<file path="src/rtl/config_chain_loader_if.sv">
// Word-stream port feeding the configuration chain loader.
interface config_chain_loader_if #(
  parameter int WORD_W = 4
);
  logic              s_valid;
  logic              s_ready;
  logic [WORD_W-1:0] s_data;

  modport master (output s_valid, output s_data, input s_ready);
  modport slave  (input s_valid, input s_data, output s_ready);
endinterface

</file>
<file path="src/rtl/config_chain_loader.sv">
// Serialises config words onto a master/slave latch chain with non-overlapping phase pulses.
// Optional readback of the chain tail is enabled by defining CONF_READBACK_EN.
//
// state | meaning
// IDLE  | waiting for the first word of a frame
// LOAD  | mid-frame, waiting for the next word (phases low, stall allowed)
// PHA   | phase A pulse high, conf_data valid
// GAPA  | non-overlap guard after phase A
// PHB   | phase B pulse high
// GAPB  | non-overlap guard after phase B, bit committed at its end
// DONE  | one-cycle frame-complete pulse
module config_chain_loader #(
  parameter int CHAIN_LEN = 8,
  parameter int WORD_W    = 4,
  parameter int PULSE_W   = 1,
  parameter int GAP_W     = 1
) (
  input  logic                   CLK,
  input  logic                   RESETn,
  config_chain_loader_if.slave   s_if,
  output logic                   conf_data,
  output logic                   conf_pha,
  output logic                   conf_phb,
  output logic                   conf_mode,
  input  logic                   conf_tail,
  output logic                   busy,
  output logic                   done
`ifdef CONF_READBACK_EN
  ,
  output logic [WORD_W-1:0]      rb_data,
  output logic                   rb_valid
`endif
);

  localparam int TMAX = (PULSE_W > GAP_W) ? PULSE_W : GAP_W;
  localparam int TW   = (TMAX > 1) ? $clog2(TMAX) : 1;
  localparam int CW   = $clog2(CHAIN_LEN + WORD_W + 1);

  localparam logic [TW-1:0] PULSE_C = TW'(PULSE_W - 1);
  localparam logic [TW-1:0] GAP_C   = TW'(GAP_W - 1);
  localparam logic [CW-1:0] CHAIN_C = CW'(CHAIN_LEN);
  localparam logic [CW-1:0] WORD_C  = CW'(WORD_W);

  typedef enum logic [2:0] {
    IDLE = 3'd0,
    LOAD = 3'd1,
    PHA  = 3'd2,
    GAPA = 3'd3,
    PHB  = 3'd4,
    GAPB = 3'd5,
    DONE = 3'd6
  } state_t;

  state_t            state_q, state_d;
  logic [TW-1:0]     tmr_q, tmr_d;
  logic [WORD_W-1:0] sh_q, sh_d;
  logic [CW-1:0]     bit_cnt_q, bit_cnt_d;
  logic [CW-1:0]     wbits_q, wbits_d;

  logic              hs;
  logic              in_bit;
  logic [CW-1:0]     remaining;
  logic [CW-1:0]     bit_inc;

  always_ff @(posedge CLK or negedge RESETn) begin
    if (!RESETn) begin
      state_q   <= IDLE;
      tmr_q     <= '0;
      sh_q      <= '0;
      bit_cnt_q <= '0;
      wbits_q   <= '0;
    end else begin
      state_q   <= state_d;
      tmr_q     <= tmr_d;
      sh_q      <= sh_d;
      bit_cnt_q <= bit_cnt_d;
      wbits_q   <= wbits_d;
    end
  end

  assign s_if.s_ready = (state_q == IDLE) || (state_q == LOAD);
  assign hs           = s_if.s_valid && s_if.s_ready;
  // A word taken in IDLE always starts a fresh frame, whatever the counter holds.
  assign remaining    = CHAIN_C - ((state_q == LOAD) ? bit_cnt_q : '0);
  assign bit_inc      = bit_cnt_q + CW'(1);

  always_comb begin
    state_d   = state_q;
    tmr_d     = tmr_q;
    sh_d      = sh_q;
    bit_cnt_d = bit_cnt_q;
    wbits_d   = wbits_q;
    case (state_q)
      IDLE, LOAD: begin
        if (hs) begin
          sh_d      = s_if.s_data;
          wbits_d   = (remaining < WORD_C) ? remaining : WORD_C;
          tmr_d     = PULSE_C;
          state_d   = PHA;
          if (state_q == IDLE) bit_cnt_d = '0;
        end
      end
      PHA: begin
        if (tmr_q == '0) begin
          tmr_d   = GAP_C;
          state_d = GAPA;
        end else begin
          tmr_d = tmr_q - TW'(1);
        end
      end
      GAPA: begin
        if (tmr_q == '0) begin
          tmr_d   = PULSE_C;
          state_d = PHB;
        end else begin
          tmr_d = tmr_q - TW'(1);
        end
      end
      PHB: begin
        if (tmr_q == '0) begin
          tmr_d   = GAP_C;
          state_d = GAPB;
        end else begin
          tmr_d = tmr_q - TW'(1);
        end
      end
      GAPB: begin
        if (tmr_q == '0) begin
          sh_d      = sh_q << 1;
          bit_cnt_d = bit_inc;
          wbits_d   = wbits_q - CW'(1);
          tmr_d     = PULSE_C;
          if (bit_inc == CHAIN_C)        state_d = DONE;
          else if (wbits_q == CW'(1))    state_d = LOAD;
          else                           state_d = PHA;
        end else begin
          tmr_d = tmr_q - TW'(1);
        end
      end
      DONE: begin
        bit_cnt_d = '0;
        wbits_d   = '0;
        state_d   = IDLE;
      end
      default: state_d = IDLE;
    endcase
  end

  assign in_bit    = (state_q == PHA) || (state_q == GAPA) ||
                     (state_q == PHB) || (state_q == GAPB);
  assign conf_data = in_bit & sh_q[WORD_W-1];
  assign conf_pha  = (state_q == PHA);
  assign conf_phb  = (state_q == PHB);
  assign conf_mode = in_bit || (state_q == LOAD);
  assign busy      = conf_mode;
  assign done      = (state_q == DONE);

`ifdef CONF_READBACK_EN
  localparam int RBW = (WORD_W > 1) ? $clog2(WORD_W) : 1;
  localparam logic [RBW-1:0] RB_FULL = RBW'(WORD_W - 1);

  logic [WORD_W-1:0] rb_sh_q, rb_sh_d;
  logic [RBW-1:0]    rb_cnt_q, rb_cnt_d;
  logic [WORD_W-1:0] rb_data_q, rb_data_d;
  logic              rb_valid_q, rb_valid_d;
  logic              rb_sample;
  logic [WORD_W-1:0] rb_shifted;

  always_ff @(posedge CLK or negedge RESETn) begin
    if (!RESETn) begin
      rb_sh_q    <= '0;
      rb_cnt_q   <= '0;
      rb_data_q  <= '0;
      rb_valid_q <= 1'b0;
    end else begin
      rb_sh_q    <= rb_sh_d;
      rb_cnt_q   <= rb_cnt_d;
      rb_data_q  <= rb_data_d;
      rb_valid_q <= rb_valid_d;
    end
  end

  // Tail is sampled once per bit, on the first cycle of the phase A pulse.
  assign rb_sample  = (state_q == PHA) && (tmr_q == PULSE_C);
  assign rb_shifted = (rb_sh_q << 1) | WORD_W'(conf_tail);

  always_comb begin
    rb_sh_d    = rb_sh_q;
    rb_cnt_d   = rb_cnt_q;
    rb_data_d  = rb_data_q;
    rb_valid_d = 1'b0;
    if (rb_sample) begin
      if (rb_cnt_q == RB_FULL) begin
        rb_data_d  = rb_shifted;
        rb_valid_d = 1'b1;
        rb_sh_d    = '0;
        rb_cnt_d   = '0;
      end else begin
        rb_sh_d  = rb_shifted;
        rb_cnt_d = rb_cnt_q + RBW'(1);
      end
    end else if ((state_q == DONE) && (rb_cnt_q != '0)) begin
      rb_data_d  = rb_sh_q;
      rb_valid_d = 1'b1;
      rb_sh_d    = '0;
      rb_cnt_d   = '0;
    end
  end

  assign rb_data  = rb_data_q;
  assign rb_valid = rb_valid_q;
`else
  logic unused_conf_tail;
  assign unused_conf_tail = conf_tail;
`endif

endmodule
</file>
<file path="src/flat_wrapper.sv">
// flat-port wrapper written by rule: the top's interface ports become plain ports
module config_chain_loader_flat 
#(
  parameter int CHAIN_LEN = 8,
  parameter int WORD_W    = 4,
  parameter int PULSE_W   = 1,
  parameter int GAP_W     = 1
)
  (CLK, RESETn, conf_data, conf_pha, conf_phb, conf_mode, conf_tail, busy, done, s_if_s_valid, s_if_s_data, s_if_s_ready);
  config_chain_loader_if #(.WORD_W(WORD_W)) s_if_i ();
  input  logic CLK;
  input  logic RESETn;
  output logic conf_data;
  output logic conf_pha;
  output logic conf_phb;
  output logic conf_mode;
  input  logic conf_tail;
  output logic busy;
  output logic done;
  input wire logic [$bits(s_if_i.s_valid)-1:0] s_if_s_valid;
  input wire logic [$bits(s_if_i.s_data)-1:0] s_if_s_data;
  output wire logic [$bits(s_if_i.s_ready)-1:0] s_if_s_ready;
  assign s_if_i.s_valid = s_if_s_valid;
  assign s_if_i.s_data = s_if_s_data;
  assign s_if_s_ready = s_if_i.s_ready;
  config_chain_loader #(.CHAIN_LEN(CHAIN_LEN), .WORD_W(WORD_W), .PULSE_W(PULSE_W), .GAP_W(GAP_W)) u_core (.CLK(CLK), .RESETn(RESETn), .s_if(s_if_i), .conf_data(conf_data), .conf_pha(conf_pha), .conf_phb(conf_phb), .conf_mode(conf_mode), .conf_tail(conf_tail), .busy(busy), .done(done));
endmodule
</file>
<file path="config.mk">
export PLATFORM = sky130hd
export DESIGN_NAME = config_chain_loader_flat
export DESIGN_NICKNAME = d
export VERILOG_FILES = /design/src/rtl/config_chain_loader_if.sv /design/src/rtl/config_chain_loader.sv /design/src/flat_wrapper.sv
export SDC_FILE = /design/constraint.sdc
export NUM_CORES = 1
export LEC_CHECK = 0
export ABC_CLOCK_PERIOD_IN_PS = 2900
export CAP_MARGIN = 20
export CELL_PAD_IN_SITES_DETAIL_PLACEMENT = 0
export CELL_PAD_IN_SITES_GLOBAL_PLACEMENT = 2
export CORE_MARGIN = 5
export CORE_UTILIZATION = 31
export CTS_BUF_LIST = sky130_fd_sc_hd__clkbuf_16
export DETAILED_ROUTE_END_ITERATION = 10
export MAX_ROUTING_LAYER = met4
export PLACE_DENSITY_LB_ADDON = 0.1
export SETUP_SLACK_MARGIN = 0.15
export SYNTH_ARGS = -nofsm -noshare
export SYNTH_HDL_FRONTEND = slang
export SYNTH_SLANG_ARGS = --single-unit
</file>
<file path="constraint.sdc">
create_clock -name CLK -period 2.9 [get_ports CLK]
set_input_delay 0.725 -clock CLK [delete_from_list [all_inputs] [get_ports CLK]]
set_output_delay 0.725 -clock CLK [all_outputs]
set_load 0.01 [all_outputs]
</file>
=== After elaboration in Yosys (flattened, before gate mapping) ===
Index checks and enable logic that the tools add are counted.

* Add/sub/neg operators: 4
* Magnitude comparators: 1
* Equality and inequality tests: 14
* Multiplexer cells: 23
* Bitwise operators: 1
* Reduce and logical (&&, ||, !) cells: 17

{| class="wikitable"
|+ Operators with widths
! kind !! count
|-
| two-way mux 4 bit || 9
|-
| case mux 4 bit (3 select lines) || 2
|-
| two-way mux 3 bit || 6
|-
| case mux 3 bit (5 select lines) || 1
|-
| == test 3 bit, second input constant || 3
|-
| inequality test 2 bit, second input constant || 4
|-
| case mux 4 bit (2 select lines) || 1
|-
| == test 3 x 2 -> 1 bit, second input constant || 2
|-
| AND reduction 3 bit || 2
|-
| logical OR 1 bit || 5
|-
| AND reduction 5 bit || 1
|-
| adder 4 x 1 -> 4 bit, second input constant || 1
|-
| == test 4 x 1 -> 1 bit, second input constant || 1
|-
| == test 4 bit, second input constant || 1
|-
| < comparator 4 x 3 -> 1 bit, second input constant || 1
|-
| inequality test 2 x 1 -> 1 bit, second input constant || 2
|-
| AND reduction 4 bit || 1
|-
| nonzero test 2 bit || 2
|-
| OR reduction 4 bit || 1
|-
| subtractor 4 x 1 -> 4 bit, second input constant || 1
|-
| subtractor 4 bit, first input constant || 1
|-
| == test 3 x 1 -> 1 bit, second input constant || 1
|-
| zero test 3 bit || 1
|-
| nonzero test 3 bit || 1
|-
| 8 further kinds || 9
|}

* Register bits after elaboration: 16
* Input port bits: 8
* Output and inout port bits: 7
* Word-level logic and storage cells: 65

=== Longest topological paths before layout ===
* Word-level depth: 7
* Mapped depth: 10
* Gate-level depth less buffers: 9

=== Worst setup path before layout ===
No wires, ideal clock.

* Kind: flip-flop to flip-flop
* Start point: reg u_core.state_q[2]
* End point: reg u_core.wbits_q[1]
* Setup time: 0.127 ns
* Data arrival time: 1.928 ns
* Data required time: 2.773 ns
* Slack: 0.845 ns
* Cell stages (with the launch flop): 11
* Buffers on the path: 2
* Clock period less this slack: 2.055 ns
* Cells stage by stage: dfrtp_1 -> buf_2 -> clkbuf_1 -> nor3_1 -> nand2_1 -> ha_1 -> o21ai_0 -> mux2_1 -> o21ai_1 -> and3_4 -> a221o_2

* Cells in the longest elaborated chain, start to end: 7
* Elaborated cells on any way between the ends: 17
* Classes of those cells: 1 x add/sub; 1 x order compare; 5 x eq/ne; 4 x mux; 6 x reduce/logical

{| class="wikitable"
|+ Ends and longest elaborated chain
! what !! RTL line !! source
|-
| start: declaration || config_chain_loader.sv:54 || <nowiki>state_t state_q, state_d;</nowiki>
|-
| start signal: assignment || config_chain_loader.sv:73 || <nowiki>state_q <= state_d;</nowiki>
|-
| == test 3 x 1 -> 1 bit || config_chain_loader.sv:81, config_chain_loader.sv:84, config_chain_loader.sv:93 ||
|-
| two-way mux 4 bit || config_chain_loader.sv:84 || <nowiki>assign remaining = CHAIN_C - ((state_q == LOAD) ? bit_cnt_q : '0);</nowiki>
|-
| subtractor 4 bit || config_chain_loader.sv:84 ||
|-
| < comparator 4 x 3 -> 1 bit || config_chain_loader.sv:97 || <nowiki>wbits_d = (remaining < WORD_C) ? remaining : WORD_C;</nowiki>
|-
| two-way mux 4 bit || config_chain_loader.sv:97 ||
|-
| two-way mux 4 bit || config_chain_loader.sv:95 || <nowiki>if (hs) begin</nowiki>
|-
| case mux 4 bit (3 select lines) || config_chain_loader.sv:93 || <nowiki>case (state_q)</nowiki>
|-
| end signal: assignment || config_chain_loader.sv:77 || <nowiki>wbits_q <= wbits_d;</nowiki>
|-
| end: declaration || config_chain_loader.sv:58 || <nowiki>logic [CW-1:0] wbits_q, wbits_d;</nowiki>
|}

Several ways; a longest one is shown, not always the timed one. The select of a mux whose other input is x is not followed.
A chain may end at the register's enable or synchronous reset.

=== Final worst setup path ===
* Start point: reg u_core.state_q[1]
* End point: out conf_data

* Cells in the longest elaborated chain, start to end: 5
* Elaborated cells on any way between the ends: 8
* Classes of those cells: 4 x eq/ne; 1 x bitwise; 3 x reduce/logical

{| class="wikitable"
|+ Ends and longest elaborated chain
! what !! RTL line !! source
|-
| == test 3 x 2 -> 1 bit || config_chain_loader.sv:149 || <nowiki>assign in_bit = (state_q == PHA) || (state_q == GAPA) ||</nowiki>
|-
| logical OR 1 bit (2 in series) || config_chain_loader.sv:149 ||
|-
| logical OR 1 bit * || config_chain_loader.sv:150 || <nowiki>(state_q == PHB) || (state_q == GAPB);</nowiki>
|-
| AND 1 bit * || config_chain_loader.sv:151 || <nowiki>assign conf_data = in_bit & sh_q[WORD_W-1];</nowiki>
|-
| end: declaration || flat_wrapper.sv:13 || <nowiki>output logic conf_data;</nowiki>
|}

Every way passes the cells marked *; elsewhere a longest branch is shown, timed or not.

==> impl_metrics.csv <==
group,metric,value,unit
synth,synth.top_cell.area_share,0.3989,
die,initial_utilization,0.3160,
die,rows,20,
die,die_area,4237,um^2
grt,gr-total-overflow,0,
synth,synth_top_family_by_area,"simple AND/OR/NAND/NOR gates",
power_and_ir_drop,total_power,0.001181,W
grt,grt_pass1_wl,4.112,mm
clocking,clk_latency,0.25,ns
setup_path,slowest_stage,"clkdlybuf4s50_1",
route,drt-vias-per-instance,5.282,
synth,yosysSeqAreaShare,0.3989,
grt,antenna_found_initial,0,
setup_path,path_class,"reg2out",
synth,ys_types,37,
layout,utilization,0.3954,
setup_path,crit_path_end_kind,"output port",
run,cap_viol_max_count,0,
layout,seq_area,375.4,um^2
die,die_h,65.09,um
worst_hold_path,min_from,"u_core.sh_q[3]",
die,die_x,65.09,um
clocking,clk_pin_slew,0.05,ns
place,routabilityCongestion,0.6969,
synth,netlist.top_cell.by_area,"dfrtp_1",
synth,async_flop_share,1.000,
setup_path,crit_path_start,"u_core.state_q[1]",
setup_path,crit_chain,"nand2b_1, and2_1, nor2b_1, clkdlybuf4s50_1",
setup_path,r2r-start,"u_core.state_q[2]",
synth,syn_area,940.9,um^2
clocking,holdBufCountCts,0,
route,firstDrtPassIters,4,
synth,synth-xor-area-share,0,
setup_path,crit_buf_inv,1,
timing,timing.final.setup_violations,0,
timing,finalSetupTns,0,ns
timing,tightestPinTransition,0.7269,ns
synth,synth.avg_cell_area,8.632,um^2
die,core,2978,um^2
worst_hold_path,worst_hold_path_type,"reg2reg",
timing,clock-skew-final,0.002314,ns
layout,finalNetCount,136,
grt,grt_max_degree,17,
setup_path,crit_path_max_incr_delay,0.54,ns
synth,synthSimpleGateAreaFrac,0.2673,
clocking,cts_root_buffer,"clkbuf_16",
synth,syn_nets,121,
clocking,cts_setup_buffers,0,
grt,gr-usage-all-layers,0.1297,
synth,synth_mux_area_frac,0.01197,
setup_path,crit_path_max_fanout,16,
layout,drive_gt1_frac,0.08943,
clocking,ctsResizeCount,0,
layout,areaGrowthSynthToFinish,25.13,%
route,wl,2.182,mm
synth,postSynthCellCount,109,
timing,slew_headroom,0.5139,
timing,rsz0062_at_grt,"false",
power_and_ir_drop,ir_drop,0.4572,mV
route,drt-initial-drc-count,29,
die,num_io_pins,15,
route,wl_per_cell,13.99,um
synth,ys_seq_elements,15,
grt,grt_pass1_vias,880,
timing,min_period,2.553,ns
route,via_count,824,
route,ant_nets,0,
route,drc,0,
timing,fmax,0.3916,GHz
timing,finalMaxSlewViolations,0,
setup_path,cp.arrival,1.83,ns
synth,ys.warnings.count,0,
clocking,clock_sinks,15,
power_and_ir_drop,p_per_area,1003,nW/um^2
synth,synthAdderAreaFrac,0.05319,
setup_path,path_delay_family,"buffers and inverters",
synth,synth_compound_area_frac,0.2181,
timing,hold_viol_final,0,
synth,ys_top_cells_by_area,"dfrtp_1, nor2_1, ha_1",
layout,insertedDiodeCount,0,
synth,synth-edff-count,0,
clocking,htreeDepth,1,
layout,nFillCells,316,
synth,synth_common_cells,"dfrtp_1, nor2_1, nand2_1",
status,status,"finished, final reports clean",
clocking,cts_tree,"built",
power_and_ir_drop,power_leakage,0.4989,nW
clocking,clock_path_buffers,2,
setup_path,cp-start-kind,"register",
setup_path,crit_required,2.17,ns
layout,multi_input_area,518.0,um^2
timing,fin_crit_sh,0.8805,
clocking,numCtsBuffers,3,
place,hpwlAfterDp,1.613,mm
synth,synth-main-ff-cell,"dfrtp_1",
place,io_buffers,13,
[registers in the layout (all words and copies together), names as in the netlist]
| name | cells |
|---|---|
| u_core.sh_q | 4 |
| u_core.bit_cnt_q | 4 |
| u_core.wbits_q | 4 |
| u_core.state_q | 3 |
[metrics by stage]
stage | cells | worst slack (ns) | instance area [um^2] | hold slack, ns
2_1_floorplan | 109 | 0.8451 | 940.9 | 0.4294
3_3_place_gp | 152 | 0.6033 | 1099 | 0.4844
3_5_place_dp | 152 | 0.6073 | 1099 | 0.4922
4_1_cts | 156 | 0.3259 | 1177 | 0.5039
5_1_grt | 156 | 0.2560 | 1177 | 0.5223
6_report | 156 | 0.3466 | 1177 | 0.4966
[cell usage in the layout (no fill, tap or decap), types with 2 or more instances in the layout]
cell / count
and3_1: 2
nand2b_1: 3
and2b_1: 2
clkdlybuf4s50_1: 13
a221o_2: 2
clkbuf_16: 3
buf_4: 3
ha_1: 4
o21ai_0: 10
inv_1: 4
dfrtp_1: 15
nor3_1: 3
nand3_1: 3
a21oi_1: 4
o22ai_1: 5
nand2_1: 13
nor2_1: 15
[per-layer routing]
layer,GRT usage,up-vias,routed length (um)
met1,0.1688,386,1111
met2,0.1890,12,962
met4,0.06218,0,48
met5,-,-,0
li1,-,421,-
met3,0.03248,5,60
[power by group]
group          switching [W]  internal (W)  leakage, nW
registers          0.0000966      0.000285        0.191
clock network      0.0000922      0.000183       0.0423
logic               0.000258      0.000265        0.265
[worst reg2reg max path, cell delays in order, from the launching register on]
cell and delay [ns]:
dfrtp_1 0.47, buf_4 0.21, nor3_1 0.23, nand2_1 0.10, ha_1 0.23, o21ai_0 0.07
mux2_1 0.14, o21ai_1 0.06, and3_4 0.20, a221o_2 0.37
[area by class of cell]
cell class | count | share of cell area
timing repair buffer | 16 | 0.1296
tap | 33 | 0.03507
sequential | 15 | 0.3188
clock inverter | 1 | 0.003188
multi-input combinational | 85 | 0.4400
inverter | 3 | 0.009564
clock buffer | 3 | 0.06376
[final timing paths]
| kind | depth (start not counted) | slack (ns) | end |
|---|---|---|---|
| max reg2reg | 9 | 0.72 | u_core.wbits_q[1] |
| max in group asynchronous | 1 | 1.53 | u_core.state_q[1] |
| max | 4 | 0.35 | conf_data |
| min | 2 | 0.50 | u_core.sh_q[3] |
| min in group asynchronous | 1 | 0.91 | u_core.bit_cnt_q[2] |
| min reg2reg | 2 | 0.50 | u_core.sh_q[3] |
[logic make-up after synthesis]
family	after synthesis
AO/OA/AOI/OAI	31
flip-flops	15
AND/OR/NAND/NOR	49
multiplexers	1
adder cells (fa/ha/maj)	4
buffers and inverters	9
Note: power is estimated with default switching activity, not from simulation.
